<file path="config.mk">
export PLATFORM = sky130hd
export DESIGN_NAME = board_io_conditioner
export DESIGN_NICKNAME = d
export VERILOG_FILES = /design/src/rtl/board_io_pkg.sv /design/src/rtl/io_debounce_chan.sv /design/src/rtl/board_io_conditioner.sv
export SDC_FILE = /design/constraint.sdc
export NUM_CORES = 1
export LEC_CHECK = 0
export ABC_AREA = 1
export CAP_MARGIN = 20
export CORE_UTILIZATION = 30
export DETAILED_ROUTE_END_ITERATION = 10
export PLACE_DENSITY = 0.56
export SLEW_MARGIN = 20
export SYNTH_ARGS = -nofsm -noshare
export SYNTH_HDL_FRONTEND = slang
export SYNTH_SLANG_ARGS = --single-unit
</file>
<file path="constraint.sdc">
create_clock -name clk_sys_i -period 1.6 [get_ports clk_sys_i]
set_input_delay 0.48 -clock clk_sys_i [delete_from_list [all_inputs] [get_ports clk_sys_i]]
set_output_delay 0.48 -clock clk_sys_i [all_outputs]
set_load 0.1 [all_outputs]
</file>
<file path="src/rtl/board_io_pkg.sv">
// Shared defaults and a width helper for the board input conditioner.
package board_io_pkg;

    localparam int unsigned DefDebounceCycles = 50000;
    localparam int unsigned DefRstHoldCycles  = 1024;
    localparam int unsigned DefSyncStages     = 2;

    // Bits needed to hold the values 0..n; never less than one bit.
    function automatic int unsigned cnt_w(input int unsigned n);
        int unsigned w;
        w = $clog2(n + 1);
        return (w < 1) ? 1 : w;
    endfunction

endpackage

</file>
<file path="src/rtl/io_debounce_chan.sv">
// One conditioned input: synchroniser chain, stability counter and registered edge pulses.
module io_debounce_chan
    import board_io_pkg::*;
#(
    parameter int unsigned SyncStages     = DefSyncStages,
    parameter int unsigned DebounceCycles = DefDebounceCycles,
    parameter logic        ResetVal       = 1'b0
) (
    input  logic clk_i,
    input  logic rst_ni,
    input  logic raw_i,
    output logic level_o,
    output logic rise_o,
    output logic fall_o
);

    localparam int unsigned            CntW    = cnt_w(DebounceCycles);
    localparam logic [CntW-1:0]        CntLast = CntW'(DebounceCycles - 1);

    logic [SyncStages-1:0] sync_q, sync_d;
    logic [CntW-1:0]       cnt_q, cnt_d;
    logic                  level_q, level_d;
    logic                  rise_q, rise_d;
    logic                  fall_q, fall_d;
    logic                  s;

    assign s = sync_q[SyncStages-1];

    always_comb begin
        sync_d  = {sync_q[SyncStages-2:0], raw_i};
        cnt_d   = '0;
        level_d = level_q;
        rise_d  = 1'b0;
        fall_d  = 1'b0;
        if (s != level_q) begin
            // The cycle that would complete the count accepts the new level instead.
            if (cnt_q == CntLast) begin
                level_d = s;
                rise_d  = s;
                fall_d  = ~s;
            end else begin
                cnt_d = cnt_q + CntW'(1);
            end
        end
    end

    always_ff @(posedge clk_i or negedge rst_ni) begin
        if (!rst_ni) begin
            sync_q  <= {SyncStages{ResetVal}};
            cnt_q   <= '0;
            level_q <= ResetVal;
            rise_q  <= 1'b0;
            fall_q  <= 1'b0;
        end else begin
            sync_q  <= sync_d;
            cnt_q   <= cnt_d;
            level_q <= level_d;
            rise_q  <= rise_d;
            fall_q  <= fall_d;
        end
    end

    assign level_o = level_q;
    assign rise_o  = rise_q;
    assign fall_o  = fall_q;

endmodule

</file>
<file path="src/rtl/board_io_conditioner.sv">
// Board input front end: held system reset plus per-channel debounce with edge pulses.
// Define IO_COND_IRQ_EN to add the sticky edge-interrupt bank and its ports.
module board_io_conditioner
    import board_io_pkg::*;
#(
    parameter int unsigned     NumIn          = 8,
    parameter int unsigned     SyncStages     = DefSyncStages,
    parameter int unsigned     DebounceCycles = DefDebounceCycles,
    parameter int unsigned     RstHoldCycles  = DefRstHoldCycles,
    parameter logic [NumIn-1:0] ResetLevel    = '0
) (
    input  logic             clk_sys_i,
    input  logic             rst_sys_ni,
    input  logic [NumIn-1:0] raw_i,
    output logic [NumIn-1:0] level_o,
    output logic [NumIn-1:0] rise_o,
    output logic [NumIn-1:0] fall_o,
    output logic             rst_out_no
`ifdef IO_COND_IRQ_EN
    ,
    input  logic [NumIn-1:0] irq_en_i,
    input  logic [NumIn-1:0] irq_clear_i,
    output logic [NumIn-1:0] irq_pending_o,
    output logic             irq_o
`endif
);

    localparam int unsigned     HoldW    = cnt_w(RstHoldCycles);
    localparam logic [HoldW-1:0] HoldLast = HoldW'(RstHoldCycles - 1);
    localparam logic [HoldW-1:0] HoldMax  = HoldW'(RstHoldCycles);

    logic [HoldW-1:0] hold_cnt_q, hold_cnt_d;
    logic             rst_out_q, rst_out_d;

    always_comb begin
        hold_cnt_d = hold_cnt_q;
        rst_out_d  = rst_out_q;
        if (!rst_out_q) begin
            if (hold_cnt_q == HoldLast) begin
                rst_out_d  = 1'b1;
                hold_cnt_d = HoldMax;
            end else begin
                hold_cnt_d = hold_cnt_q + HoldW'(1);
            end
        end
    end

    always_ff @(posedge clk_sys_i or negedge rst_sys_ni) begin
        if (!rst_sys_ni) begin
            hold_cnt_q <= '0;
            rst_out_q  <= 1'b0;
        end else begin
            hold_cnt_q <= hold_cnt_d;
            rst_out_q  <= rst_out_d;
        end
    end

    assign rst_out_no = rst_out_q;

    for (genvar i = 0; i < NumIn; i++) begin : g_chan
        io_debounce_chan #(
            .SyncStages     (SyncStages),
            .DebounceCycles (DebounceCycles),
            .ResetVal       (ResetLevel[i])
        ) u_chan (
            .clk_i   (clk_sys_i),
            .rst_ni  (rst_sys_ni),
            .raw_i   (raw_i[i]),
            .level_o (level_o[i]),
            .rise_o  (rise_o[i]),
            .fall_o  (fall_o[i])
        );
    end

`ifdef IO_COND_IRQ_EN
    logic [NumIn-1:0] pending_q, pending_d;
    logic             irq_q, irq_d;

    always_comb begin
        // A new edge takes priority over a clear in the same cycle.
        pending_d = (pending_q & ~irq_clear_i) | ((rise_o | fall_o) & irq_en_i);
        irq_d     = |pending_q;
    end

    always_ff @(posedge clk_sys_i or negedge rst_sys_ni) begin
        if (!rst_sys_ni) begin
            pending_q <= '0;
            irq_q     <= 1'b0;
        end else begin
            pending_q <= pending_d;
            irq_q     <= irq_d;
        end
    end

    assign irq_pending_o = pending_q;
    assign irq_o         = irq_q;
`endif

endmodule

</file>
Word-level counts from Yosys, hierarchy flattened
Cells that the tools add are included.
W data, S select, Z words.
{"block": "word_totals", "register_bits": 180, "input_bits": 10, "word_cells": 135}
{"block": "op_classes", "n_bitwise": 8, "add_sub_neg": 9, "n_reduce_logical": 8, "n_eq_ne": 17, "muxes": 51}
{"operator": "$mux W16", "count": 16}
{"operator": "$add A16 B1 Y16 const B", "count": 8}
{"operator": "$eq A16 B16 Y1 const B", "count": 8}
{"operator": "$mux W1", "count": 34}
{"operator": "$reduce_and A2 Y1", "count": 8}
{"operator": "$add A11 B1 Y11 const B", "count": 1}
{"operator": "$eq A11 B10 Y1 const B", "count": 1}
{"operator": "$mux W11", "count": 1}
{"operator": "$ne A1 B1 Y1", "count": 8}
{"operator": "$not A1 Y1", "count": 8}

Logic depth before layout (Yosys ltp)
Gate-level depths: netlist of run 1.
{"block": "logic_depth", "word_depth": 3, "mapped_depth": 9}

By module
Synthesis of run 1 repeated with hierarchy kept, for this count alone.
{"block": "unflattened", "cells_unflattened": 1153, "hier_area_um2": 9462.8}
{"mod": "io_debounce_chan", "seq_area_each_um2": 525.5, "area_each_um2": 1098.6, "instances": 8, "cells_per_inst": 134}
{"mod": "board_io_conditioner", "seq_area_each_um2": 300.3, "area_each_um2": 674.4, "instances": 1, "cells_per_inst": 81}

Least setup slack after synthesis of run 1
No wires, ideal clock.
{"block": "synth_timing", "path_type": "reg2reg", "start": "register rst_out_q (netlist: rst_out_no)", "end": "register hold_cnt_q[7]", "slack_ns": -0.152, "t_arrival_ns": 1.629, "path_buffers": 0, "stages_incl_launch_ff": 7, "setup_ns": 0.123, "path_cell_list": "dfrtp_1 inv_1 nand2_1 nor2_1 nand2_1 xor2_1 nor2_1"}
{"item": "start: declaration", "line": "board_io_conditioner.sv:33", "text": "logic rst_out_q, rst_out_d;"}
{"item": "start signal: assignment", "line": "board_io_conditioner.sv:54", "text": "rst_out_q <= rst_out_d;"}
{"item": "end signal: assignment", "line": "board_io_conditioner.sv:53", "text": "hold_cnt_q <= hold_cnt_d;"}
{"item": "end: declaration", "line": "board_io_conditioner.sv:32", "text": "logic [HoldW-1:0] hold_cnt_q, hold_cnt_d;"}

Worst setup path in the final report of run 1
{"block": "layout_timing", "start": "register rst_out_q (netlist: rst_out_no)", "end": "output rst_out_no"}
{"item": "end: declaration", "line": "board_io_conditioner.sv:18", "text": "output logic rst_out_no"}
No word-level cell between the ends.

==> impl_results.md, run 1 <==
* Status: complete, no violations
* Clk_skew at 12.72 ps
* Post-synth design cell area at ~0.0093 sq mm
* Worst-Margin Slew at 361.4 ps
* Worst r2r dst: g_chan[4].u_chan.fall_o
* CTS buffer count at 17
* Worst R2R Setup Slack at between 150 and 200 ps
* Syn avg cell area at roughly 7.8 sq um
* Levels on crit path at 1
* Nature of the critical path startpoint: register
* Met1 usage at 16.07%
* Initial Util at a little under a third
* Crit path to: rst_out_no
* Maximum clock rate at between 600 and 700 MHz
* Area post-placement at between 0.01 and 0.015 sq mm
* Final hold vios at 0
* Slew margin rel. at around three quarters
* Total track usage at around an eighth
* Wire per inst at between 10 and 15 um
* Fill count at approximately 3100
* Drt via density at approximately 4.4
* Multi-input logic area at approximately 0.0040 sq mm
* Final net count at around 1200
* Largest net degree at the start of global routing at 55
* Crit path time final at between 1500 and 2000 ps
* Max VDD drop at ~0.00048 V
* Total power at 9.132 mW
* Hold/Removal Path Class: register to register
* Gpl congestion at between 0.8 and 0.9
* Clock buffer depth at 2
* Slowest library cell on the worst path: dfrtp_2
* Congestion Overflow GR at 0
* Detailed Routing Iterations Pass 1 at 6
* Top Usage Layer GRT: met2
* H-tree depth at 4
* # diodes at 0
* Critical Path RT at 1120 ps
* Die W at between 150 and 200 um
* Clock sink count at 180
* Kind of critical path: register to output pin
* Setup-failing EPs final at 0
* CP Capture Type: output pin
* Max incr delay on CP at 460 ps
* M3 GR Usage at under 10%
* Die ar. at roughly 0.032 sq mm
* IO buf count at 34
* Register area share after synthesis at roughly half
* Number of global-route vias before repair at between 6000 and 7000
* Share of cells above drive strength 1 at approximately 13%
* Final ANT Viol Nets at 0
* Reg-to-Reg Start: g_chan[4].u_chan.cnt_q[0]
* Bufs and invs on worst path at 1
* Leak Pwr at about 4.7 nW
* Ys Warns at 0
* Die height at between 150 and 200 um
* Initial antenna violation count at 0
* Crit Path Max Fanout at 5
* Clock Pin Slew Worst Setup and Hold Paths at ~80 ps
* Worst skew pair latency at 440 ps
* PwrDens at roughly 840 mW/mm^2
* Ports at 35
* DP Wirelength at roughly 13000 um
* Crit-path leading delay family: flip-flops
* Critical Path Source: rst_out_no
* Synth-to-Final Area Change at 18.04%
* R2r worst-path depth at 7
* Unrepaired setup endpoints after global routing: true
* Via count at 7154
* Seq cells post-synth at 180
* Final clock period utilization by the worst path at between 90% and 100%
* Root Buffer: clkbuf_16
* Grt met2 use at 20.26%
* Syn nets at around 1200
* Violation count after the first detailed-route iteration at about 300
* CTS tree: yes
* Max-Cap Viols at 0
* Critical path, cell by cell: buf_12
* First-pass GRT wire length at approximately 32000 um
* Core area at between 0.02 and 0.03 sq mm
* Synth Instances at approximately 1200
* Arr. time, crit path at 1080 ps
* Post-route DRC at 0
* Slew Viols, Final at 0
* Post-synth cell types at 27
* Design area at 0.01092 sq mm
* Row cnt at 63
* Sequential cell area at around 0.0045 sq mm
* Final WL at approximately 18000 um
* Util after Layout at 36.46%
through the flow:
| step | TNS, ps | setup WS, ps | hold slack, ps | instances |
|---|---|---|---|---|
| after detailed placement | 0 | 121.7 | 337.3 | 1591 |
| after global routing | -8.066 | -5.814 | 361.6 | 1628 |
| after CTS | 0 | 4.939 | 353.5 | 1624 |
| after global placement | 0 | 166.3 | 334.1 | 1591 |
| final | 0 | 44.85 | 351.5 | 1628 |
| after floorplan | 0 | 192.2 | 184.4 | 1179 |
layout make-up:
cell class / count / area share (%)
tap: 390 / 4.468
inverter: 143 / 4.915
clock buffer: 19 / 4.055
clock inverter: 13 / 1.214
timing repair buffer: 51 / 6.977
multi-input combinational: 832 / 37.03
sequential: 180 / 41.35
routing by layer:
metal | vias up | part of all wire, % | wire length [um]
li1 | 3754 | - | -
met1 | 3325 | 50 | 8896
met2 | 62 | 47 | 8320
met3 | 13 | 1.9 | 329
met4 | 0 | 1.3 | 223
met5 | - | 0 | 0
worst min-delay path by stage:
stage,from,to,slack [ps],cells after the start
final,g_chan[2].u_chan.sync_q[0],g_chan[2].u_chan.sync_q[1],350,0
after CTS,g_chan[2].u_chan.sync_q[0],g_chan[2].u_chan.sync_q[1],350,0
after global routing,g_chan[6].u_chan.sync_q[0],g_chan[6].u_chan.sync_q[1],360,0
after floorplan,rst_sys_ni,g_chan[0].u_chan.cnt_q[0],180,0
after detailed placement,g_chan[2].u_chan.sync_q[0],g_chan[2].u_chan.sync_q[1],340,0
after global placement,g_chan[6].u_chan.sync_q[0],g_chan[6].u_chan.sync_q[1],330,0
synthesized netlist by cell type, drive strengths merged:
cell type / number / area, sq um
buf: 24 / 180.2
xor2: 34 / 297.8
nand2: 248 / 998.5
nor3b: 7 / 52.55
or2: 1 / 6.260
nor2: 324 / 1346
dfrtp: 180 / 4504
a31oi: 2 / 12.51
ha: 9 / 112.6
o21bai: 1 / 7.510
inv: 143 / 536.8
a21oi: 26 / 130.1
nand3: 72 / 380.4
o21ai: 16 / 80.07
nand4: 17 / 106.4
xnor2: 13 / 113.9
nand3b: 2 / 15.01
nor3: 60 / 371.6
layout by cell type (no fill, tap or decap), drive strengths merged:
master	Yosys	routed
nor2	324	324
nand2	248	248
dfrtp	180	180
inv	143	152
nand3	72	72
nor3	60	60
buf	24	41
xor2	34	34
a21oi	26	26
clkbuf	0	20
nand4	17	17
o21ai	16	16
xnor2	13	13
ha	9	9
clkdlybuf4s50	0	8
nor3b	7	7
clkinv	0	3
a31oi	2	2
nand3b	2	2
o21bai	1	1
or2	1	1
clkinvlp	0	1
dlygate4sd3	0	1
power breakdown:
| group | switching, mW | internal (mW) | total, mW | leakage [nW] |
|---|---|---|---|---|
| sequential | 0.0538 | 4.61 | 4.67 | 2.43 |
| combinational | 0.225 | 0.113 | 0.338 | 1.95 |
| clock | 2.00 | 2.12 | 4.13 | 0.282 |
what timing repair did:
| item | CTS | global route |
|---|---|---|
| hold endpoints to repair | 21 | 0 |
| hold buffers | 1 | 0 |
| setup endpoints to repair | 7 | 21 |
| setup buffers | 0 | 4 |
| pin swaps | 0 | 1 |
| resized for setup | 7 | 4 |
kinds of logic after synthesis:
kind of cell | synth area share, %
AO/OA/AOI/OAI | 2.488
XOR/XNOR | 4.449
adder cells (fa/ha/maj) | 1.217
buffers and inverters | 7.749
flip-flops | 48.68
AND/OR/NAND/NOR | 35.42
flip-flops by register name (all words and copies together) (netlist names):
register	count
rst_out_no	1
g_chan.u_chan.level_o	8
g_chan.u_chan.sync_q	16
g_chan.u_chan.cnt_q	128
g_chan.u_chan.rise_o	8
hold_cnt_q	11
g_chan.u_chan.fall_o	8
worst register-to-register path, cell delays in order, from the launching register on:
cell and delay [ps]:
dfrtp_1 390, ha_1 210, nand2_2 100, nor2_4 150
inv_2 50, nor2_2 100, nand2_2 120, nor3_2 210
Note: power is estimated with default switching activity, not from simulation.
==> run 2: changes to the inputs <==
--- a/config.mk
+++ b/config.mk
@@ -7,9 +7,11 @@
 export LEC_CHECK = 0
 export ABC_AREA = 1
 export CAP_MARGIN = 20
-export CORE_UTILIZATION = 30
+export CELL_PAD_IN_SITES_DETAIL_PLACEMENT = 1
+export CELL_PAD_IN_SITES_GLOBAL_PLACEMENT = 1
+export CORE_UTILIZATION = 46
 export DETAILED_ROUTE_END_ITERATION = 10
-export PLACE_DENSITY = 0.56
+export PLACE_DENSITY = 0.91
 export SLEW_MARGIN = 20
 export SYNTH_ARGS = -nofsm -noshare
 export SYNTH_HDL_FRONTEND = slang
==> run 2 against run 1 <==
Compared with the run above:
- the flow now finishes with violations (negative setup slack)
- combinational power increased by 18%
- final cell count decreased by 7.4%
- global-route usage increased by 16 points
- final area decreased by 0.29%
- fmax decreased by 4.8%
- sequential share of layout area increased by 0.12 points
- sequential power about the same
- critical path type is now register to register
- largest cell class unchanged
==> impl_results.md, run 2 (synthesis gave the netlist of run 1 again) <==
* Status: finished, violations left
* Violated checks: negative setup slack
* Clk_skew at 9.988 ps (-2.729 ps)
* Critical Path Source: g_chan[3].u_chan.cnt_q[1]
* Via count at 8153 (+14%)
* Largest net degree at the start of global routing at 47 (-15%)
* Largest regs: g_chan.u_chan.cnt_q x128, g_chan.u_chan.sync_q x16, hold_cnt_q x11
* Max incr delay on CP at 400 ps (-60 ps)
* Wire per inst at 18.46 um (+69%)
* Total track usage at 27.99% (+16 points)
* Post-route DRC at 0 (unchanged)
* Gpl congestion at 0.8406 (-2.2%)
* Initial antenna violation count at 0 (unchanged)
* Unrepaired setup endpoints after global routing: true
* PwrDens at 871.1 mW/mm^2 (+4.2%)
* Max VDD drop at 0.0006945 V (+44%)
* Arr. time, crit path at 1990 ps (+910 ps)
* Most frequent cells in the layout: 290 x nor2_1, 228 x nand2_1, 171 x dfrtp_1, 135 x inv_1, 67 x nand3_1
* Crit Path Max Fanout at 5 (unchanged)
* CTS tree: yes
* IO buf count at 34 (unchanged)
* Crit path time final at 1633 ps (+77.89 ps)
* CP Capture Type: register
* Initial Util at 47.23% (+16 points)
* Die height at 143.8 um (-19%)
* Final net count at 1248 (+0.32%)
* First-pass GRT wire length at 44420 um (+41%)
* Die W at 143.8 um (-19%)
* Max reg flops at 128 (unchanged)
* M3 GR Usage at 4.665% (+2.2 points)
* Placed insts at 1467 (-7.8%)
* Worst skew pair latency at 440 ps (about the same)
* Congestion Overflow GR at 0 (unchanged)
* Worst Hold Launch: g_chan[2].u_chan.sync_q[0]
* Top Usage Layer GRT: met2
* H-tree depth at 4 (unchanged)
* Share of cells above drive strength 1 at 14.17% (+1.6 points)
* Setup-failing EPs final at 1 (+1)
* Violation count after the first detailed-route iteration at 389 (+29%)
* Final clock period utilization by the worst path at 102.1% (+4.9 points)
* Worst setup margin at -33.04 ps (-77.89 ps)
* Core area at 0.01959 sq mm (-35%)
* Maximum clock rate at 612.4 MHz (-4.8%)
* Kind of critical path: register to register
* Met1 usage at 31.13% (+15 points)
* Total power at 9.487 mW (+3.9%)
* Root Buffer: clkbuf_16
* Most common cell after layout, fill and taps aside: nor2_1
* Slowest library cell on the worst path: dfrtp_1
* Grt met2 use at 51.18% (+31 points)
* Slew Viols, Final at 0 (unchanged)
* Hold/Removal Path Class: register to register
* Worst-Margin Slew at 404.2 ps (+42.81 ps)
* Fill count at 2363 (-23%)
* DP Wirelength at 17420 um (+36%)
* CTS buffer count at 17 (unchanged)
* Max-Cap Viols at 0 (unchanged)
* Die ar. at 0.02069 sq mm (-34%)
* Critical Path RT at 1960 ps (+840 ps)
* Number of global-route vias before repair at 8892 (+29%)
* Nature of the critical path startpoint: register
* Clock sink count at 180 (unchanged)
* Final ANT Viol Nets at 0 (unchanged)
* Dpl ws at 38.08 ps (-83.59 ps)
* Detailed Routing Iterations Pass 1 at 4 (-2)
* Reg-to-Reg Start: g_chan[3].u_chan.cnt_q[1]
* Synth-to-Final Area Change at 17.70%
* Ports at 35 (unchanged)
* Most flops, register: g_chan.u_chan.cnt_q
* Final hold vios at 0 (unchanged)
* Critical path, cell by cell: ha_2 -> nand2_2 -> nor2_4 -> inv_2 -> nor2_2 -> nand2_2 -> buf_4 -> nor3_2
* Non-filler cells in the finished layout at 1508 (-7.4%)
* Clock buffer depth at 2 (unchanged)
* Most frequent CP cell: nand2_2
* Drt via density at 5.406 (+23%)
* Final WL at 27840 um (+57%)
* Slew margin rel. at 72.95% (-2.9 points)
* Leak Pwr at 4.691 nW (+0.64%)
* Row cnt at 51 (-19%)
* Clock Pin Slew Worst Setup and Hold Paths at 80 ps (about the same)
-- run 2: through the flow --
step                      TNS, ps  util, %  hold WS (ps)  cell area, sq um
after floorplan                 0        -         184.4              9254
after global placement          0    51.73         333.5             10130
after detailed placement        0    51.73         336.3             10130
after CTS                       0    55.01         340.4             10780
after global routing       -464.4    55.58         356.7             10890
final                      -33.04    55.59         341.3             10890
-- run 2: critical path, delay by kind of cell (launching register included) --
family | cells | cell delay (ps)
flops | 1 | 400
fa+ha+maj | 1 | 230
buf+inv | 2 | 230
simple gates | 5 | 680
-- run 2: metal layers --
layer / wire length, um / up-vias
met4: 1158 / 0
met3: 754 / 104
met2: 14720 / 213
met1: 11200 / 4079
li1: - / 3757
met5: 0 / -
-- run 2: worst paths after layout --
kind / cells past startpoint / slack, ps / end
setup / recovery: 8 / -30 / g_chan[3].u_chan.fall_o
hold / removal: 0 / 340 / g_chan[2].u_chan.sync_q[1]
setup reg to reg: 8 / -30 / g_chan[3].u_chan.fall_o
hold reg to reg: 0 / 340 / g_chan[2].u_chan.sync_q[1]
max in group asynchronous: 3 / 450 / g_chan[2].u_chan.level_o
min in group asynchronous: 2 / 530 / g_chan[0].u_chan.cnt_q[5]
-- run 2: layout make-up --
cell class / count / area [sq um] / area share (%)
inverter: 143 / 536.8 / 4.929
multi-input combinational: 832 / 4108 / 37.72
sequential: 180 / 4516 / 41.46
timing repair buffer: 55 / 792.0 / 7.273
tap: 265 / 331.6 / 3.045
clock buffer: 18 / 439.2 / 4.033
antenna: 1 / 2.502 / 0.02298
clock inverter: 14 / 165.2 / 1.517
-- run 2: report_power, final --
group	leakage, nW	total, mW	internal, mW	switching, mW
clock	0.290	4.41	2.39	2.02
sequential	2.43	4.68	4.61	0.0689
combinational	1.97	0.398	0.126	0.272
-- run 2: what timing repair did --
action / CTS / global route
buffers inserted: 1 / 6
gates resized for setup: 11 / 19
pin swaps: 0 / 4
hold buffers: 1 / 0
setup endpoints to repair: 24 / 46
hold endpoints to repair: 32 / 0
==> run 3: changes to the inputs <==
--- a/config.mk
+++ b/config.mk
@@ -9,8 +9,9 @@
 export CAP_MARGIN = 20
 export CELL_PAD_IN_SITES_DETAIL_PLACEMENT = 1
 export CELL_PAD_IN_SITES_GLOBAL_PLACEMENT = 1
-export CORE_UTILIZATION = 46
+export CORE_UTILIZATION = 48
 export DETAILED_ROUTE_END_ITERATION = 10
+export DONT_BUFFER_PORTS = 1
 export PLACE_DENSITY = 0.91
 export SLEW_MARGIN = 20
 export SYNTH_ARGS = -nofsm -noshare
==> run 3 against run 2 <==
Compared with the run above:
- the flow finishes with violations (negative hold slack, negative setup slack)
- largest power group unchanged
- die area down 4.1%
- clock-buffer cell count is 1 lower
- critical endpoint is now g_chan[3].u_chan.cnt_q[9]
- clock power decreased by 7.7%
- routed wire length down 14%
- total power is 5.2% lower
- flip-flop and latch count unchanged
==> impl_results.md, run 3 (synthesis gave the netlist of run 1 again) <==
* Status: finished, violations left
* Violated checks: negative hold slack, negative setup slack
* H-tree depth at 4 (unchanged)
* Largest regs: g_chan.u_chan.cnt_q x128, g_chan.u_chan.sync_q x16, hold_cnt_q x11
* Final ANT Viol Nets at 0 (unchanged)
* Kind of critical path: register to register
* Detailed Routing Iterations Pass 1 at 5 (+1)
* Design area at 0.01040 sq mm (-4.5%)
* R2r worst-path depth at 8 (unchanged)
* Synth-to-Final Area Change at 12.44%
* Clock sink count at 180 (unchanged)
* Most frequent cells in the layout: 293 x nor2_1, 229 x nand2_1, 172 x dfrtp_1, 135 x inv_1, 68 x nand3_1
* Wire per inst at 16.12 um (-13%)
* Multi-input logic area at 0.004061 sq mm (-1.1%)
* Die ar. at 0.01984 sq mm (-4.1%)
* Final net count at 1235 (-1.0%)
* Clock Pin Slew Worst Setup and Hold Paths at 80 ps (about the same)
* Combinational power share at 2.8% (-1.4 points)
* Root Buffer: clkbuf_16
* Leak Pwr at 4.556 nW (-2.9%)
* Arr. time, crit path at 1940 ps (-50 ps)
* CTS tree: yes
* Max VDD drop at 0.0007659 V (+10%)
* Net switching power at 2.228 mW (-5.4%)
* Max reg flops at 128 (unchanged)
* Ports at 35 (unchanged)
* Drt via density at 5.223 (-3.4%)
* # diodes at 0 (-1)
* Maximum clock rate at 618.6 MHz (+1.0%)
* Final clock period utilization by the worst path at 101.0% (-1.0 points)
* Hold/Removal Path Class: primary input to asynchronous set/reset pin
* Critical Path RT at 1920 ps (-40 ps)
* Unrepaired setup endpoints after global routing: true
* Violation count after the first detailed-route iteration at 298 (-23%)
* Sequential cell area at 0.004514 sq mm (about the same)
* Clock buffer depth at 2 (unchanged)
* Worst R2R Setup Slack at -20 ps (+20 ps)
* Core area at 0.01883 sq mm (-3.9%)
* IO buf count at 0 (-100%)
* Clock power frac at 45.2% (-1.2 points)
* Gpl congestion at 0.8219 (-2.2%)
* Nature of the critical path startpoint: register
* Dpl ws at 89.29 ps (+51.21 ps)
* Area post-placement at 0.009647 sq mm (-4.8%)
* Worst setup margin at -16.53 ps (+16.51 ps)
* Initial Util at 49.14% (+1.9 points)
* Die height at 140.8 um (-2.1%)
* Internal at 6.768 mW (-5.1%)
* Most common cell after layout, fill and taps aside: nor2_1
* Via count at 7777 (-4.6%)
* DP Wirelength at 15670 um (-10%)
* Setup TNS at -16.53 ps (+16.51 ps)
* Crit path time final at 1617 ps (-16.51 ps)
* Worst r2r dst: g_chan[3].u_chan.cnt_q[9]
* Worst-Margin Slew at 409.6 ps (+5.344 ps)
* First-pass GRT wire length at 38940 um (-12%)
* Congestion Overflow GR at 0 (unchanged)
* Setup-failing EPs final at 1 (unchanged)
* CTS buffer count at 17 (unchanged)
* Max-Cap Viols at 0 (unchanged)
* Most flops, register: g_chan.u_chan.cnt_q
* Placed insts at 1448 (-1.3%)
* Slew Viols, Final at 0 (unchanged)
* Final hold vios at 180 (+180)
* Final Hold Slack at -267.2 ps (-608.6 ps)
* Clk_skew at 19.44 ps (+9.453 ps)
* Total track usage at 24.75% (-3.2 points)
* Crit Path Max Fanout at 8 (+3)
* Switching Share at 24.77% (-0.067 points)
* Post-route DRC at 0 (unchanged)
* Non-filler cells in the finished layout at 1489 (-1.3%)
* Fill count at 2305 (-2.5%)
* Number of global-route vias before repair at 8140 (-8.5%)
* Die W at 140.8 um (-2.1%)
* Reg-to-Reg Start: g_chan[3].u_chan.cnt_q[0]
* Row cnt at 50 (-2.0%)
* CP Capture Type: register
* Initial antenna violation count at 0 (unchanged)
* Slew margin rel. at 72.59% (-0.36 points)
* Largest net degree at the start of global routing at 181 (+290%)
* PwrDens at 864.7 mW/mm^2 (-0.73%)
* Final WL at 24000 um (-14%)
* Worst skew pair latency at 450 ps (about the same)
* Share of cells above drive strength 1 at 13.10% (-1.1 points)
* Register share of total power at 52.0% (+2.6 points)
==> run 3: cell count changes in the layout (fill, tap and decap cells not counted), moves of 3 or more <==
cell,change
buf_12,-25
buf_4,+13
buf_6,+5
buf_8,+4
clkdlybuf4s50_1,-8
inv_8,+4
nor2_1,+3
==> run 3: what timing repair did <==
item / in CTS / in global routing
gates resized for setup: 26 / 12
endpoints found under the hold margin: 180 / 180
setup endpoints to repair: 11 / 46
setup buffers: 0 / 9
pin swaps: 0 / 5
==> run 3: worst max-delay path by stage <==
stage                              start                   endpoint  cells past startpoint
2_1_floorplan                 rst_out_no              hold_cnt_q[7]                      6
3_3_place_gp   g_chan[2].u_chan.cnt_q[0]  g_chan[2].u_chan.cnt_q[7]                      6
3_5_place_dp   g_chan[3].u_chan.cnt_q[0]  g_chan[3].u_chan.cnt_q[9]                      8
4_1_cts         g_chan[7].u_chan.level_o                 level_o[7]                      1
5_1_grt        g_chan[3].u_chan.cnt_q[0]  g_chan[3].u_chan.cnt_q[9]                      8
6_report       g_chan[3].u_chan.cnt_q[0]  g_chan[3].u_chan.cnt_q[9]                      8
==> run 3: metrics by stage <==
stage	hold slack, ps	total power, mW	util (%)
3_5_place_dp	191.5	4.979	51.23
2_1_floorplan	184.4	4.899	-
4_1_cts	-280.5	9.070	54.68
6_report	-267.2	8.996	55.25
3_3_place_gp	191.9	4.959	51.23
5_1_grt	-293.0	9.306	55.25
==> run 3: power by group through the flow <==
stage                     Clock [mW]  Combinational, mW  Sequential (mW)
final                           4.07              0.248             4.68
after global routing            4.34              0.280             4.69
after CTS                       4.17              0.225             4.68
after detailed placement           0              0.213             4.77
after global placement             0              0.201             4.76
after floorplan                    0              0.152             4.75
==> run 3: final cells by class <==
| cell class | count | area share [%] |
|---|---|---|
| Multi-Input combinational cell | 832 | 39.04 |
| Sequential cell | 180 | 43.39 |
| Clock inverter | 15 | 1.335 |
| Clock buffer | 17 | 4.089 |
| Inverter | 143 | 5.159 |
| Tap cell | 260 | 3.127 |
| Timing Repair Buffer | 42 | 3.861 |
==> run 3: metal layers <==
layer / GRT usage [%] / part of all wire [%] / vias to the layer above
li1: - / - / 3724
met2: 45.82 / 53 / 123
met4: 8.181 / 2.2 / 0
met3: 4.314 / 2.9 / 41
met1: 28.87 / 42 / 3889
met5: 0 / 0 / -
==> run 3: critical path, stage by stage (launching register included) <==
cell	delay [ps]
dfrtp_1	420
ha_2	230
nand2_2	100
nor2_4	160
inv_2	60
nor2_1	140
nand2_2	150
nand2_4	170
nor3_1	70
